===== src/rtl/regfile_reader.sv =====
// Register-file dump engine: walks a contiguous, wrapping address range of a
// register file through its async read port and streams each register out as a valid/ready beat.
module regfile_reader #(
  parameter int AWL = 5,
  parameter int DWL = 32
) (
  input  logic           clk,
  input  logic           rst,
  input  logic           start,
  input  logic [AWL-1:0] start_addr,
  input  logic [AWL:0]   count,
  output logic [AWL-1:0] ra,
  input  logic [DWL-1:0] rd,
  output logic           out_valid,
  input  logic           out_ready,
  output logic [AWL-1:0] out_addr,
  output logic [DWL-1:0] out_data,
  output logic           out_last,
  output logic           busy,
  output logic           done
);

  typedef enum logic [1:0] {
    IDLE  = 2'd0,
    FETCH = 2'd1,
    SEND  = 2'd2,
    FIN   = 2'd3
  } state_e;

  state_e         state_q, state_d;
  logic [AWL-1:0] addr_q, addr_d;
  logic [AWL:0]   remaining_q, remaining_d;
  logic           out_valid_q, out_valid_d;
  logic           out_last_q, out_last_d;
  logic [AWL-1:0] out_addr_q, out_addr_d;
  logic [DWL-1:0] out_data_q, out_data_d;

  always_comb begin
    // NOTE: every next-state value defaults to its register first, so no path can infer a latch.
    state_d     = state_q;
    addr_d      = addr_q;
    remaining_d = remaining_q;
    out_valid_d = out_valid_q;
    out_last_d  = out_last_q;
    out_addr_d  = out_addr_q;
    out_data_d  = out_data_q;

    unique case (state_q)
      IDLE: begin
        if (start) begin
          if (count != '0) begin
            addr_d      = start_addr;
            remaining_d = count;
            state_d     = FETCH;
          end else begin
            state_d = FIN;
          end
        end
      end
      FETCH: begin
        // Capture the async read now; the beat then stays frozen however long SEND stalls.
        out_data_d  = rd;
        out_addr_d  = addr_q;
        out_last_d  = (remaining_q == (AWL+1)'(1));
        out_valid_d = 1'b1;
        state_d     = SEND;
      end
      SEND: begin
        if (out_ready) begin
          out_valid_d = 1'b0;
          if (out_last_q) begin
            state_d = FIN;
          end else begin
            addr_d      = addr_q + 1'b1;
            remaining_d = remaining_q - 1'b1;
            state_d     = FETCH;
          end
        end
      end
      FIN: begin
        state_d = IDLE;
      end
      default: begin
        state_d = IDLE;
      end
    endcase
  end

  always_ff @(posedge clk) begin
    // NOTE: sequential state uses non-blocking assignments so every register samples pre-edge values.
    if (rst) begin
      state_q     <= IDLE;
      addr_q      <= '0;
      remaining_q <= '0;
      out_valid_q <= 1'b0;
      out_last_q  <= 1'b0;
      out_addr_q  <= '0;
      out_data_q  <= '0;
    end else begin
      state_q     <= state_d;
      addr_q      <= addr_d;
      remaining_q <= remaining_d;
      out_valid_q <= out_valid_d;
      out_last_q  <= out_last_d;
      out_addr_q  <= out_addr_d;
      out_data_q  <= out_data_d;
    end
  end

  assign ra        = addr_q;
  assign out_valid = out_valid_q;
  assign out_last  = out_last_q;
  assign out_addr  = out_addr_q;
  assign out_data  = out_data_q;
  assign busy      = (state_q != IDLE);
  assign done      = (state_q == FIN);

endmodule


===== config.mk =====
export PLATFORM = sky130hd
export DESIGN_NAME = regfile_reader
export DESIGN_NICKNAME = d
export VERILOG_FILES = /design/src/rtl/regfile_reader.sv
export SDC_FILE = /design/constraint.sdc
export NUM_CORES = 1
export LEC_CHECK = 0
export CAP_MARGIN = 20
export CORE_UTILIZATION = 38
export CTS_CLUSTER_DIAMETER = 40
export DETAILED_ROUTE_END_ITERATION = 16
export GPL_TIMING_DRIVEN = 0
export PLACE_DENSITY = 0.82
export SLEW_MARGIN = 10
export SYNTH_ARGS = -nofsm -noshare
export SYNTH_HDL_FRONTEND = slang
export SYNTH_SLANG_ARGS = --single-unit
export TNS_END_PERCENT = 20

===== constraint.sdc =====
create_clock -name clk -period 1.5 [get_ports clk]
set_input_delay 0.15 -clock clk [delete_from_list [all_inputs] [get_ports clk]]
set_output_delay 0.15 -clock clk [all_outputs]
set_load 0.02 [all_outputs]

# Yosys cells after proc, flatten, opt, wreduce, memory -nomap -nowiden
# Cells that the tools add are included.
[op_classes] n_eq_ne=8 n_mul=0 n_reduce_logical=8 div_mod_pow=0 shifts=0 bitwise_logic=0 order_cmp=0 mux=17 n_addsub=2
[ops] cell="$mux W6" n=4
[ops] cell="$mux W5" n=4
[ops] cell="$pmux W6 S2" n=1
[ops] cell="$pmux W5 S2" n=1
[ops] cell="$mux W2" n=4
[ops] cell="$ne A2 B2 Y1 const B" n=4
[ops] cell="$pmux W2 S4" n=1
[ops] cell="$eq A6 B1 Y1 const B" n=1
[ops] cell="$reduce_bool A2 Y1" n=3
[ops] cell="$reduce_bool A6 Y1" n=1
[ops] cell="$sub A6 B1 Y6 const B" n=1
[ops] cell="$add A5 B1 Y5 const B" n=1
[ops] cell="$reduce_and A5 Y1" n=1
[ops] cell="$eq A2 B2 Y1 const B" n=2
[ops] cell="$reduce_and A2 Y1" n=2
[ops] cell="$eq A2 B1 Y1 const B" n=1
[ops] cell="$logic_not A2 Y1" n=1
[ops] cell="$pmux W1 S2" n=1
[ops] cell="$mux W1" n=1
[totals] out_inout_bits=46 latch_bits=0 mem_count=0 reg_bits=52 wordCells=42 mem_bits_ro=0 mem_bits_rw=0

# Depth between registers and ports, before layout
# Gate-level depths: netlist (run 1).
[depth] depth_word=4 depth_mapped=7 mapped_depth_nobuf=5

# Worst setup path after synthesis (run 1)
# Ideal clock, no wire load.
[synth_path] path_type="reg-to-reg" startpoint="register addr_q[1] (netlist: ra[1])" endpoint="register addr_q[4] (netlist: ra[4])" t_arrival_ps=1354 required_time_ps=1440 setup_slack_ps=86 stages_incl_launch_ff=6 cell_sequence="dfxtp_1 -> ha_1 -> nand3_1 -> or3_1 -> a21oi_1 -> a32o_1"
[synth_via] elab_chain_cells=4
[synth_rtl] item="from (decl)" line="31" rtl="logic [AWL-1:0] addr_q, addr_d;"
[synth_rtl] item="from (signal assigned)" line="101" rtl="addr_q <= addr_d;"
[synth_rtl] item="$add A5 B1 Y5" line="74" rtl="addr_d = addr_q + 1'b1;"
[synth_rtl] item="$mux W5" line="71" rtl="if (out_last_q) begin"
[synth_rtl] item="$mux W5" line="69" rtl="if (out_ready) begin"
[synth_rtl] item="$pmux W5 S2" line="48" rtl="unique case (state_q)"
# No other way between the ends. The select of a mux whose other input is x is not followed.
# A chain may end at the register's enable or synchronous reset.

# Worst setup path in the final report (run 1)
[layout_path] startpoint="register state_q[1]" endpoint="register addr_q[0] (netlist: ra[0])"
[layout_via] elab_chain_cells=3 elab_cells_between_ends=9 cone_classes="5 x eq/ne; 1 x mux; 3 x reduce/logical"
[layout_rtl] item="from (decl)" line="30" rtl="state_e state_q, state_d;"
[layout_rtl] item="from (signal assigned)" line="100" rtl="state_q <= state_d;"
[layout_rtl] item="$eq A2 B2 Y1 or $logic_not A2 Y1 (tied branches)" line="48"
[layout_rtl] item="$ne A2 B2 Y1 (no source line) or $reduce_bool A2 Y1 (tied branches)"
[layout_rtl] item="$reduce_and A5 Y1 (no source line)"
# Parallel ways exist; a longest one is shown, timed or not.

==> summary.md, run 1 <==
Across the run, the number of max-cap violations was 0. The layout has 493 filler cells. Yosys attributes the largest share of cell area to sky130_fd_sc_hd__dfxtp_1, sky130_fd_sc_hd__nand2_1, sky130_fd_sc_hd__a21oi_1.

The initial core utilization is 39.69%. Setup violations remaining at the end of the flow were counted as 5. The share of final-layout standard cells stronger than drive strength 1 works out to 12.60%. Port buffering added 91 buffers. The signal on the critical path passes through buf_6 > nand2b_4 > a211oi_4 > buf_6 > buf_6 > o22ai_2 > a221oi_2. The cell family contributing the most delay on the critical path is compound AO/OA/AOI/OAI gates.

The tools report the number of warning messages in the yosys log as 0. After global routing the overflow that remains totals 0. After clock tree synthesis, the clock-pin slew on the worst setup and hold paths is 0.10 ns. The synthesized netlist devotes 23.81% of its cell area to simple gates. The tools report the number of distinct library cells after synthesis as 36. For this run, the post-layout net count is 430.

The largest fanout of any net on the critical path works out to 5. The die footprint came out at 0.006130 mm². From left edge to right edge, the die measures 78.30 µm.

Synthesis produced a netlist with a net count of 327. The root buffer cell chosen for the clock tree is sky130_fd_sc_hd__clkbuf_8. The delay of the slowest cell on the worst path was 0.33 ns; the proportion of synthesized area in mux cells was 0%. Post-synthesis average cell area: 7.986 µm².

The flow ran to the end, but the final reports show violations. Counting stages on the worst path, the most repeated cell is sky130_fd_sc_hd__buf_6. In this run the remaining antenna-violating nets after routing total 0. The fraction of the mapped netlist area in adder cells was 1.697%; the power density normalized to cell area was 991.0 mW/mm².

STA puts the critical path data required time at 1.73 ns. After synthesis, flip-flops and latches occupy 47.06% of the total area. Counting the buffers created by CTS gives 5. The floorplan has 27 rows. The global router's overall resource usage is 19.17%, and the met2 wire length is 2985 µm. The cell area that synthesis handed to floorplanning was 0.002212 mm². On the final layout, the worst clock skew is 0.01476 ns.

In the routed layout, each cell is associated on average with a via count of 5.095. The tools report the post-DP HPWL as 4302 µm. In this run the number of H-tree levels came out at 2. At the placement stage, the worst setup path has a slack of -0.3929 ns. Standard cell core area: 0.005574 mm².

TritonCTS built the clock tree. The highest clock frequency the design can meet came out at 0.6402 GHz. The final number of hold-violating endpoints is 0. Worst voltage drop across the vdd grid: 0.0006221 V.

The run gives 17 as the largest net degree at the start of global routing. The worst setup path is captured at a register. The cell taking the most area after synthesis was sky130_fd_sc_hd__dfxtp_1. Setup repair after global routing could not meet its margin everywhere. For this design, the slowest cell found on the critical path is sky130_fd_sc_hd__dfxtp_2. Summing the areas of all compound-gate instances in the mapped netlist gives 21.44% of the synthesized area.

The run gives 0.31 ns as the insertion delay to the later sink of the worst-skew pair. The total negative slack was -0.1354 ns; the average detailed-routed wire length per instance was 13.34 µm. For this design the top-level I/O count stands at 93. The final number of max-transition violations was 0.

The run gives 2588 µm as the met1 wire length. The worst setup path is launched from a register. Summing the areas of all xor and xnor instances in the mapped netlist gives 0% of the synthesized area. The worst setup path is of the reg2reg kind.

In this run the static leakage power is 1.303 nW. For this run, the detailed router's first-pass iteration total came to 4. From bottom edge to top edge, the die measures 78.30 µm. The largest family of logic cells by synthesized area is simple AND/OR/NAND/NOR gates.

The share of synthesized area in the top cell type comes to 47.06%. In this run the deepest clock path goes through 2 buffers. The routability-driven placement congestion ratio is 0.8649.

The final layout contains routed wiring with a total length of 6042 µm. The least setup slack across all paths after layout came out at -0.06198 ns. For this block, the initial DRC count from the detailed router was 88. Counting I/O delays and the setup requirement, the final critical path takes 1.562 ns. The uppermost layer routed is met4. In the routed design, unresolved DRC markers number 0.

The worst-margin pin slew was 0.4438 ns; the number of sinks handled by clock tree synthesis was 52. The final reports fail on negative setup slack. Summing over every cut layer, the via total after detailed routing is 2,308.

Relative to the synthesized area, the layout overhead comes to 55.71%. The run gives 369 µm as the met3 routed wirelength. The worst hold path belongs to the class in2reg. At the worst endpoint, the arrival time is 1.79 ns. The tools report the antenna diode count as 0.

Number of antenna violations at the first check in global routing: 0. The critical path contains buffers and inverters numbering 3 combined. The number of global-route vias before repair is 2,154, and the first-pass GRT wire length is 9411 µm. The tools report the cell count after synthesis as 277.

Measured against its own limit, the worst slew margin works out to 70.41%. The synthesized flop and latch total was 52; the final period utilization was 104.1%.
-- routing by layer --
metal | GRT usage [%] | up-vias
met5 | 0 | -
met3 | 4.884 | 11
met4 | 6.481 | 0
met1 | 22.28 | 1063
li1 | - | 1149
met2 | 34.04 | 85
-- cell type report --
| class | instances | area [µm²] | area share [%] |
|---|---|---|---|
| multi-input cells | 197 | 1100 | 31.93 |
| flip-flops and latches | 52 | 1042 | 30.26 |
| repair buffers | 96 | 942.2 | 27.35 |
| plain buffers | 21 | 132.6 | 3.850 |
| well taps | 72 | 90.09 | 2.615 |
| clock buffers | 6 | 72.57 | 2.107 |
| clock inverters | 2 | 38.79 | 1.126 |
| inverters | 7 | 26.28 | 0.7628 |
-- registers in the layout, summed over array words and instances (netlist names) --
signal and flops:
out_addr 5, out_valid 1, remaining_q 6, state_q 2, out_data 32, ra 5, out_last 1
-- stage by stage --
stage / instances / hold WS [ns] / total power (W) / cell area [µm²] / utilization, %
2_1_floorplan: 277 / 0.2860 / 0.002032 / 2212 / -
3_3_place_gp: 440 / 0.4411 / 0.002396 / 3213 / 57.64
3_5_place_dp: 440 / 0.4474 / 0.002412 / 3213 / 57.64
4_1_cts: 448 / 0.3063 / 0.003371 / 3334 / 59.82
5_1_grt: 453 / 0.3041 / 0.003573 / 3445 / 61.80
6_report: 453 / 0.2709 / 0.003414 / 3445 / 61.80
-- cells by family after synthesis --
family	Yosys count
compound gates	75
simple gates	119
flops	52
fa+ha+maj	3
buf+inv	28
-- worst min-delay path, cell delays in order --
cell,delay [ns]
sky130_fd_sc_hd__dlymetal6s2s_1,0.15
sky130_fd_sc_hd__a21oi_1,0.16
sky130_fd_sc_hd__a211oi_2,0.08
-- power by group --
part	leakage [nW]	switching [W]	internal [W]
clock	0.0558	0.000455	0.000504
combinational	0.823	0.000455	0.000446
sequential	0.425	0.0000751	0.00148
-- cell usage in the layout (no fill, tap or decap), types with 4 or more instances in the layout --
cell type,netlist,routed
sky130_fd_sc_hd__inv_1,6,6
sky130_fd_sc_hd__dfxtp_1,52,51
sky130_fd_sc_hd__clkbuf_1,9,8
sky130_fd_sc_hd__clkbuf_8,0,5
sky130_fd_sc_hd__nor3_1,5,4
sky130_fd_sc_hd__o22ai_2,0,4
sky130_fd_sc_hd__a21oi_1,48,48
sky130_fd_sc_hd__dlygate4sd2_1,0,7
sky130_fd_sc_hd__a32o_1,7,7
sky130_fd_sc_hd__clkdlybuf4s50_1,0,79
sky130_fd_sc_hd__clkbuf_2,0,4
sky130_fd_sc_hd__buf_4,1,7
sky130_fd_sc_hd__nand2_1,90,90
sky130_fd_sc_hd__o21ai_0,4,4
sky130_fd_sc_hd__buf_6,2,5
-- timing repair --
| action | in CTS | in global routing |
|---|---|---|
| pin swaps | 0 | 9 |
| setup buffers | 0 | 2 |
| setup endpoints to repair | 38 | 45 |
| cloned | 0 | 3 |
| hold buffers | 0 | 0 |
| gates resized for setup | 17 | 34 |
-- final timing paths --
| kind | start | end | slack, ns | cells after the start |
|---|---|---|---|---|
| worst max-delay path | state_q[1] | ra[0] | -0.06 | 7 |
| worst min register to register | out_data[20] | out_data[20] | 0.46 | 2 |
| worst max register to register | state_q[1] | ra[0] | -0.06 | 7 |
| worst min-delay path | count[1] | remaining_q[1] | 0.27 | 3 |
-- cell usage after synthesis --
cell type,n
sky130_fd_sc_hd__o22ai_1,7
sky130_fd_sc_hd__clkbuf_1,9
sky130_fd_sc_hd__or2_2,1
sky130_fd_sc_hd__nor2_1,4
sky130_fd_sc_hd__a21oi_1,48
sky130_fd_sc_hd__a32o_1,7
sky130_fd_sc_hd__o21ai_0,4
sky130_fd_sc_hd__dfxtp_1,52
sky130_fd_sc_hd__a211oi_2,2
sky130_fd_sc_hd__buf_4,1
sky130_fd_sc_hd__a311oi_2,1
sky130_fd_sc_hd__nand3_1,3
sky130_fd_sc_hd__nor4_4,1
sky130_fd_sc_hd__o41ai_1,1
sky130_fd_sc_hd__nor4_1,1
sky130_fd_sc_hd__or2_1,2
sky130_fd_sc_hd__a211oi_1,1
sky130_fd_sc_hd__a221oi_2,2
sky130_fd_sc_hd__nor3_1,5
sky130_fd_sc_hd__nand2b_1,1
sky130_fd_sc_hd__a21o_1,1
sky130_fd_sc_hd__and2_1,1
sky130_fd_sc_hd__buf_2,7
sky130_fd_sc_hd__nand3b_1,2
sky130_fd_sc_hd__nor3b_1,1
sky130_fd_sc_hd__inv_2,1
sky130_fd_sc_hd__or3_1,2
sky130_fd_sc_hd__inv_1,6
sky130_fd_sc_hd__ha_1,3
sky130_fd_sc_hd__nand2_1,90
sky130_fd_sc_hd__nor2b_1,3
sky130_fd_sc_hd__buf_6,2
sky130_fd_sc_hd__nand2b_4,1
sky130_fd_sc_hd__a31oi_1,1
sky130_fd_sc_hd__or4_1,1
sky130_fd_sc_hd__buf_1,2
No activity file was read; power rests on OpenSTA's default activity.
==> run 2, diff against run 1 <==
--- a/config.mk
+++ b/config.mk
@@ -11,6 +11,7 @@
 export DETAILED_ROUTE_END_ITERATION = 16
 export GPL_TIMING_DRIVEN = 0
 export PLACE_DENSITY = 0.82
+export REMOVE_ABC_BUFFERS = 1
 export SLEW_MARGIN = 10
 export SYNTH_ARGS = -nofsm -noshare
 export SYNTH_HDL_FRONTEND = slang
==> summary.md, run 2 (synthesis gave the netlist of run 1 again) <==
The run finished, with violations left. The checks that failed: negative setup slack. The highest clock frequency the design can meet is 0.6640 GHz (+3.7%).

Class of the worst hold path: in2reg. The worst register-to-register path begins at remaining_q[2]. Standard-cell row count: 27 (unchanged). The tools report the total leakage power as 1.307 nW (+0.32%).

The arrival time of data at the critical path endpoint was 1.76 ns (-0.03 ns). The mean number of vias per cell works out to 5.115 (+0.39%). The hold-critical path depth is 2 (-1). The number of input and output port buffers inserted was 92 (+1.1%).

The run gives 1 (-4) as the total of endpoints with negative setup slack in the final report. The run gives 0.006535 ns (-0.008228 ns) as the worst clock skew on the final layout. The standard cell core area came out at 0.005574 mm² (unchanged).

The flip-flop count of the largest register after layout came out at 32 (unchanged). The cell area after layout came out at 0.003485 mm² (+1.2%). The worst setup path is launched from a register.

The tools report the overall overflow remaining after global route as 0 (unchanged). The end of the critical path is remaining_q[5]. The TritonCTS buffer count was 5 (unchanged). For the count of H-tree levels built during CTS, the log shows 2 (unchanged).

For the total number of vias, the log shows 2,276 (-1.4%). The tools report the DRC violation count after routing as 0 (unchanged). TritonCTS built the clock tree.

Share of final-layout standard cells stronger than drive strength 1: 13.40% (+0.81 points). Most common cell after layout, fill and taps aside: sky130_fd_sc_hd__nand2_1. The total wire length was 6150 µm (+1.8%); the first-pass GRT wire length was 9266 µm (-1.5%).

The tools report the insertion delay to the later sink of the worst-skew pair as 0.30 ns (about the same). The routability-driven placement congestion ratio was 0.8510 (-1.6%); the die height was 78.30 µm (unchanged). The final number of hold-violating endpoints was 0 (unchanged); the minimum clock period after layout was 1.506 ns (-0.05587 ns). Setup repair after global routing could not meet its margin everywhere. The tree is rooted in a sky130_fd_sc_hd__clkbuf_8.

The run gives 0.006130 mm² (unchanged) as the die footprint. The logs give 93 (unchanged) for the I/O pin count and 39.69% (unchanged) for the initial core utilization. Number of cells traversed by the worst register-to-register path: 3 (-4). Leaving out fill and tap cells, the most frequent cells in the layout are sky130_fd_sc_hd__nand2_1, sky130_fd_sc_hd__clkdlybuf4s50_1, sky130_fd_sc_hd__dfxtp_1. The largest net degree at the start of global routing is 31 (+14). In this run the critical register-to-register path is captured at remaining_q[5]. The power density normalized to cell area was 989.5 mW/mm² (-0.16%).

The worst setup timing slack at the placement stage came out at -0.7298 ns (-0.3369 ns). The antenna diode count is 0 (unchanged), and the worst voltage drop across the vdd grid is 0.0004806 V (-23%). The logs give 1,989 (-7.7%) for the number of global-route vias before repair and 422 (-1.9%) for the number of nets in the finished design.

The deepest clock path buffer count was 2 (unchanged); the least setup slack across all paths after layout was -0.006113 ns (+0.05587 ns). Clock edge transition at the registers on the reported setup and hold paths: 0.10 ns (about the same). The run gives -0.006 ns (+0.06 ns) as the reg-to-reg setup timing slack. The largest fanout of any net on the critical path came out at 7 (+2). The run gives -0.006113 ns (+0.1292 ns) as the total negative slack. The critical path is of the reg2reg type. The number of nets still failing antenna checks after routing is 0 (unchanged). Hold path startpoint: rst. The final period utilization was 100.4% (-3.7 points); the worst-margin pin slew was 0.5467 ns (+0.1029 ns).

Number of sinks handled by clock tree synthesis: 52 (unchanged). Timing startpoint of the critical path: remaining_q[2]. The logs give 0.003194 mm² (-0.58%) for the area of placed instances and 4 (unchanged) for the detailed-routing iteration count for the pre-antenna-repair pass. Post-DP HPWL: 3993 µm (-7.2%).

The global router's overall resource usage was 18.81% (-0.36 points). The endpoint required time on the critical path was 1.75 ns (+0.02 ns). The tools report the number of maximum-capacitance constraint violations as 0 (unchanged). The horizontal extent of the die was 78.30 µm (unchanged). The average detailed-routed wire length per instance came out at 13.82 µm (+3.6%). The worst setup path is captured at a register. The run gives 63.55% (-6.9 points) as the worst slew margin relative to its limit.

The tools report the final number of max-transition violations as 0 (unchanged). The starting DRC count in detailed routing is 124 (+41%). Synthesis-to-layout area growth: 57.52%.

The number of antenna violations at the first check in global routing came out at 0 (unchanged).
-- run 2: changes by cell type in the layout (fill, tap and decap cells not counted), moves of 3 or more --
cell,before,now
sky130_fd_sc_hd__buf_6,5,2
sky130_fd_sc_hd__clkbuf_1,8,0
sky130_fd_sc_hd__clkbuf_2,4,1
sky130_fd_sc_hd__clkdlybuf4s50_1,79,82
sky130_fd_sc_hd__o22ai_1,3,6
sky130_fd_sc_hd__o22ai_2,4,1
-- run 2: worst max-delay path, cell delays in order (launching register included) --
cell                      delay [ns]
sky130_fd_sc_hd__dfxtp_1        0.39
sky130_fd_sc_hd__or4_1          0.59
sky130_fd_sc_hd__o41ai_2        0.27
sky130_fd_sc_hd__a32o_1         0.20
-- run 2: worst min-delay path by stage --
stage | to | slack, ns
3_5_place_dp | out_data[23] | 0.45
3_3_place_gp | out_data[23] | 0.44
6_report | out_valid | 0.32
2_1_floorplan | remaining_q[1] | 0.21
5_1_grt | out_valid | 0.31
4_1_cts | out_valid | 0.30
-- run 2: metal layers --
layer	up-vias	GRT usage (%)	share of wire, %
met3	13	5.930	8.0
met5	-	0	0
met1	1025	23.54	43
li1	1134	-	-
met4	0	5.926	1.8
met2	104	30.70	47
-- run 2: final cells by class --
type | instances | area [µm²]
Fill cell | 463 | 2090
Clock inverter | 3 | 46.29
Tap cell | 72 | 90.09
Clock buffer | 5 | 68.82
Multi-Input combinational cell | 199 | 1124
Sequential cell | 52 | 1050
Timing Repair Buffer | 107 | 1080
Inverter | 7 | 26.28
-- run 2: where the power goes --
group	internal (W)	switching, W
clock	0.000503	0.000487
combinational	0.000451	0.000441
sequential	0.00148	0.0000883
-- run 2: timing repair --
| item | CTS | global route |
|---|---|---|
| gates resized for setup | 14 | 23 |
| cloned | 0 | 2 |
| setup endpoints to repair | 56 | 40 |
| pin swaps | 2 | 6 |
| setup buffers | 5 | 6 |
| hold buffers | 0 | 0 |
-- run 2: stage by stage --
step / instances / util, % / power (W) / hold slack (ns)
floorplan: 256 / - / 0.001978 / 0.2146
global placement: 420 / 55.91 / 0.002353 / 0.4404
detailed placement: 424 / 57.31 / 0.002403 / 0.4461
CTS: 437 / 60.31 / 0.003407 / 0.2962
global route: 445 / 62.51 / 0.003617 / 0.3116
finish: 445 / 62.51 / 0.003448 / 0.3170
